$ cat config.mk
export PLATFORM = sky130hd
export DESIGN_NAME = sequence_differencer
export DESIGN_NICKNAME = d
export VERILOG_FILES = /design/src/rtl/sequence_differencer.sv
export SDC_FILE = /design/constraint.sdc
export NUM_CORES = 1
export LEC_CHECK = 0
export CAP_MARGIN = 0
export CORE_MARGIN = 2
export CORE_UTILIZATION = 40
export CTS_CLUSTER_SIZE = 10
export DETAILED_ROUTE_END_ITERATION = 6
export PLACE_DENSITY = 0.6
export SETUP_SLACK_MARGIN = 0.5
export SYNTH_ARGS = -nofsm -noshare
export SYNTH_HDL_FRONTEND = slang
export SYNTH_SLANG_ARGS = --single-unit
export TNS_END_PERCENT = 20
$ cat constraint.sdc
create_clock -name clk -period 7.85 [get_ports clk]
set_clock_uncertainty 0.1 [all_clocks]
set_input_delay 1.1775 -clock clk [delete_from_list [all_inputs] [get_ports clk]]
set_output_delay 1.1775 -clock clk [all_outputs]
set_load 0.01 [all_outputs]
$ cat src/rtl/sequence_differencer.sv
// Recovers per-cycle addends from a running-sum stream (inverse of sequenceAdder),
// with a one-entry registered output, valid/ready on both sides and a run detector.
module sequence_differencer #(
  parameter int WIDTH   = 8,
  parameter int RUN_LEN = 4,
  parameter int CNT_W   = 8
) (
  input  logic             clk,
  input  logic             reset,
  input  logic [WIDTH-1:0] q,
  input  logic             q_valid,
  output logic             q_ready,
  input  logic             clr,
  output logic [WIDTH-1:0] a,
  output logic             a_valid,
  input  logic             a_ready,
  output logic             steady,
  output logic [CNT_W-1:0] sample_cnt
);

  localparam int RUN_CW = $clog2(RUN_LEN + 1);

  typedef enum logic {EMPTY, FULL} state_t;

  state_t            state_q, state_d;
  logic [WIDTH-1:0]  prev_q, prev_d;
  logic [WIDTH-1:0]  a_q, a_d;
  logic [WIDTH-1:0]  last_q, last_d;
  logic [RUN_CW-1:0] run_q, run_d;
  logic              steady_q, steady_d;
  logic [CNT_W-1:0]  cnt_q, cnt_d;

  logic             accept, emit;
  logic [WIDTH-1:0] base, diff;

  assign a_valid    = (state_q == FULL);
  assign q_ready    = (state_q == EMPTY) || a_ready;
  assign accept     = q_valid && q_ready;
  assign emit       = a_valid && a_ready;
  assign a          = a_q;
  assign steady     = steady_q;
  assign sample_cnt = cnt_q;

  // Modulo-2^WIDTH difference; clr re-bases against zero in the same cycle.
  assign base = clr ? '0 : prev_q;
  assign diff = q - base;

  always_comb begin
    state_d = state_q;
    case (state_q)
      EMPTY: if (accept) state_d = FULL;
      FULL:  if (emit && !accept) state_d = EMPTY;
      default: state_d = EMPTY;
    endcase
  end

  always_comb begin
    prev_d   = prev_q;
    a_d      = a_q;
    last_d   = last_q;
    run_d    = run_q;
    steady_d = steady_q;
    cnt_d    = cnt_q;

    if (emit && !(&cnt_q)) cnt_d = cnt_q + 1'b1;

    if (accept) begin
      a_d    = diff;
      prev_d = q;
      last_d = diff;
      if (run_q == '0 || clr || diff != last_q)
        run_d = RUN_CW'(1);
      else if (run_q != RUN_CW'(RUN_LEN))
        run_d = run_q + 1'b1;
      steady_d = (run_d == RUN_CW'(RUN_LEN));
    end else if (clr) begin
      // Re-base only; a pending output is still delivered.
      prev_d   = '0;
      run_d    = '0;
      steady_d = 1'b0;
    end
  end

  always_ff @(posedge clk) begin
    if (!reset) begin
      state_q  <= EMPTY;
      prev_q   <= '0;
      a_q      <= '0;
      last_q   <= '0;
      run_q    <= '0;
      steady_q <= 1'b0;
      cnt_q    <= '0;
    end else begin
      state_q  <= state_d;
      prev_q   <= prev_d;
      a_q      <= a_d;
      last_q   <= last_d;
      run_q    <= run_d;
      steady_q <= steady_d;
      cnt_q    <= cnt_d;
    end
  end

endmodule
==> impl_results.md <==
* Final TNS setup at 0 ns
* Resize count post-CTS at 0
* Min-delay worst type: reg2reg
* Port Buf Inserts at 31
* Initial antenna violation count at 0
* Clock latency on the worst-skew pair at 0.29 ns
* Adder-Cell Fraction of Synth Area at approximately 8%
* Fin crit share at about 48%
* WHS Path Cells at 2
* CTS tree: done
* Worst-path clk slew at roughly 0.06 ns
* Reg2reg end: run_q[0]
* Synth Net Count at 260
* Max-slew violation count at 0
* Flop2flop setup slack at about 5.4 ns
* Synth top area share at 29.6%
* Critical Path End Type: register
* Final std cells w/o fill at 327
* Critical path type: in2reg
* DP Worst Slack at 3.79 ns
* Post-synthesis register bit count at 29
* Clk sinks at 29
* Die height at ~74 um
* Die ar. at between 5000 and 6000 um2
* Worst slew pin tran at around 0.94 ns
* Max clock buf depth at 2
* Clock power share at 38.8%
* Int Power at ~0.31 mW
* Fin nets at between 200 and 300
* Outcome: completed
* Setup bufs post-CTS at 0
* Pleak at ~0.9 nW
* CTS H-tree lvls at 2
* Flop pwr share at 38.2%
* DRT iter0 DRCs at 128
* Reg2reg start: prev_q[0]
* Pin count of the biggest net entering global routing at 32
* CTS Root Cell: clkbuf_8
* Core ar. at ~4700 um2
* Global route total overflow at 0
* Leading area contributor after synthesis: dfxtp_1
* Predominant post-synthesis flop cell: dfxtp_1
* TritonCTS Buffers at 5
* Ant. Diodes at 0
* Critical path data required time at 7.93 ns
* Max-cap violations at 0
* Crit path DAT at approximately 3.9 ns
* Final Hold Viols at 0
* Power per cell area at ~170 nW/um2
* DR vias at 1659
* Syn Inst Count at about 240
* Area Growth Syn to Fin at 22.8%
* Antenna violation net count after detailed routing at 0
* Die W at 74.1 um
* Sw Share at approximately 27%
* Number of global-route vias before repair at around 1.5k
* I/O pins at 32
* Yosys warnings at 0
* Gpl congestion at 0.841
* Fill count at between 400 and 500
* FMAX at ~0.27 GHz
* Mapped Avg Cell Area at 8.36 um2
* Post-cts hold buffer count at 0
* Final setup fails at 0
* Reg2Reg Depth at 10
* Layout cells sized above 1 at about 6.5%
* Worst slew margin at a little under two fifths
* DRC viols at 0
* Crit path max fanout at 11
* Routed wire length at roughly 4300 um
* Largest family of logic cells by synthesized area: simple AND/OR/NAND/NOR gates
* DR pass1 iterations at 4
* Initial core utilization at around 42%
* Post-DP HPWL at a little over 3000 um
* First-pass GRT wire length at between 7000 and 8000 um
* Mux contribution to synthesized area at roughly 1.5%
* Post-Syn Area at roughly 2000 um2
* Max VDD drop at about 0.00013 V
* Post-synth EDFFs at 0
* Seq/Total Area, Yosys at 29.6%
* Xor-xnor portion of the synthesized cell area at approximately a tenth
* Vias per std cell at 5.07
* Wirelength per Cell at ~13 um
* Hold Startpoint: steady
* RSZ-0062 raised after global routing: no
* Startpoint Class: primary input
* Synth unique cells at between 50 and 60
* Ys async rst share at 0%
* Simple-gate portion of the synthesized area at a little over a quarter
* Top post-synthesis cells by area: dfxtp_1 30%, ha_1 7.0%, xnor2_1 4.9%
* Pwr Total at between 0.4 and 0.5 mW
* Min Tclk post-route at between 3 and 4 ns
* Total GRT Usage at ~17%
* Hold Path End: steady
* Setup ws final at just over 4 ns
* # rows at 25
* Post-synthesis compound-gate area fraction at roughly a fifth
* Logic pwr share at 23.0%
* Post-Place Cells at about 320
* Sw Pwr at ~0.11 mW
[cells in the final DEF, fill, tap and decap left out, drive strengths merged, types with 12 or more instances in the layout]
cell type       n
a21oi          14
clkdlybuf4s50  31
dfxtp          29
nand2          21
nand2b         12
nor2           16
o21ai          13
xnor2          13
[cell families after synthesis]
family,after synthesis
xor gates and xnor gates,19
adders and majority gates,12
AOI/OAI and AO/OA,55
and+or+nand+nor,96
muxes,3
DFF,29
buffers and inverters,21
[critical path: stages]
cell and delay, ns:
clkdlybuf4s50_1 0.60, nor2b_1 0.29, ha_1 0.18, inv_1 0.05, fa_1 0.39, nand3_1 0.11, and2_1 0.20, o22ai_1 0.12
nor4_2 0.34, o211ai_2 0.19, o21ba_1 0.21
[per-layer routing]
layer | track usage, % | vias up | routed length, um
met4 | 9.09 | 0 | 87
met5 | 0 | - | 0
met3 | 5.01 | 6 | 191
met2 | 24.6 | 36 | 1890
li1 | - | 863 | -
met1 | 23.5 | 754 | 2120
[layout make-up]
type / count / area, um2 / area share [%]
Clock buffer: 7 / 86.3 / 3.58
Multi-Input combinational cell: 185 / 1290 / 53.7
Clock inverter: 1 / 30.0 / 1.24
Sequential cell: 29 / 581 / 24.1
Inverter: 7 / 26.3 / 1.09
Timing Repair Buffer: 31 / 310 / 12.9
Tap cell: 67 / 83.8 / 3.48
[synth_stat cells (2+ instances only)]
cell type / n
nand4_1: 7
nand3_1: 4
a21boi_0: 4
nor3_1: 2
clkbuf_1: 7
or3_1: 3
buf_2: 5
a21boi_1: 3
nand2b_1: 12
and2_1: 11
ha_1: 11
nor3b_1: 3
nand2_1: 21
dfxtp_1: 29
inv_1: 7
xnor2_2: 2
o21a_1: 3
o22ai_1: 2
o21ai_0: 7
o211a_1: 2
o21ai_1: 5
nor2_1: 16
mux2i_1: 3
xor2_1: 5
xnor2_1: 11
nor2b_1: 11
a21oi_1: 14
[registers in the layout, summed over array words and instances (netlist names)]
| register | cells |
|---|---|
| steady | 1 |
| a_valid | 1 |
| run_q | 3 |
| sample_cnt | 8 |
| last_q | 8 |
| prev_q | 8 |
[power by group through the flow]
stage / logic (mW) / registers, mW / clock network, mW
after floorplan: 0.0685 / 0.164 / 0
after global placement: 0.0966 / 0.164 / 0
after detailed placement: 0.0966 / 0.164 / 0
after CTS: 0.0972 / 0.161 / 0.166
after global routing: 0.106 / 0.162 / 0.175
final: 0.0967 / 0.161 / 0.163
[per-stage QoR]
stage,instance area (um2),hold WS [ns],util (%)
after floorplan,1960,0.342,-
after global placement,2300,0.361,48.6
after detailed placement,2300,0.342,48.6
after CTS,2410,0.362,51.1
after global routing,2410,0.390,51.1
final,2410,0.370,51.1
[worst max path at each step]
stage | start | endpoint | slack, ns | depth (start not counted)
after global placement | clr | run_q[0] | 3.87 | 11
final | clr | run_q[0] | 4.09 | 11
after global routing | clr | run_q[0] | 3.90 | 11
after CTS | clr | run_q[0] | 4.07 | 11
after floorplan | clr | run_q[0] | 4.50 | 10
after detailed placement | clr | run_q[0] | 3.79 | 11
Note: power is estimated with default switching activity, not from simulation.
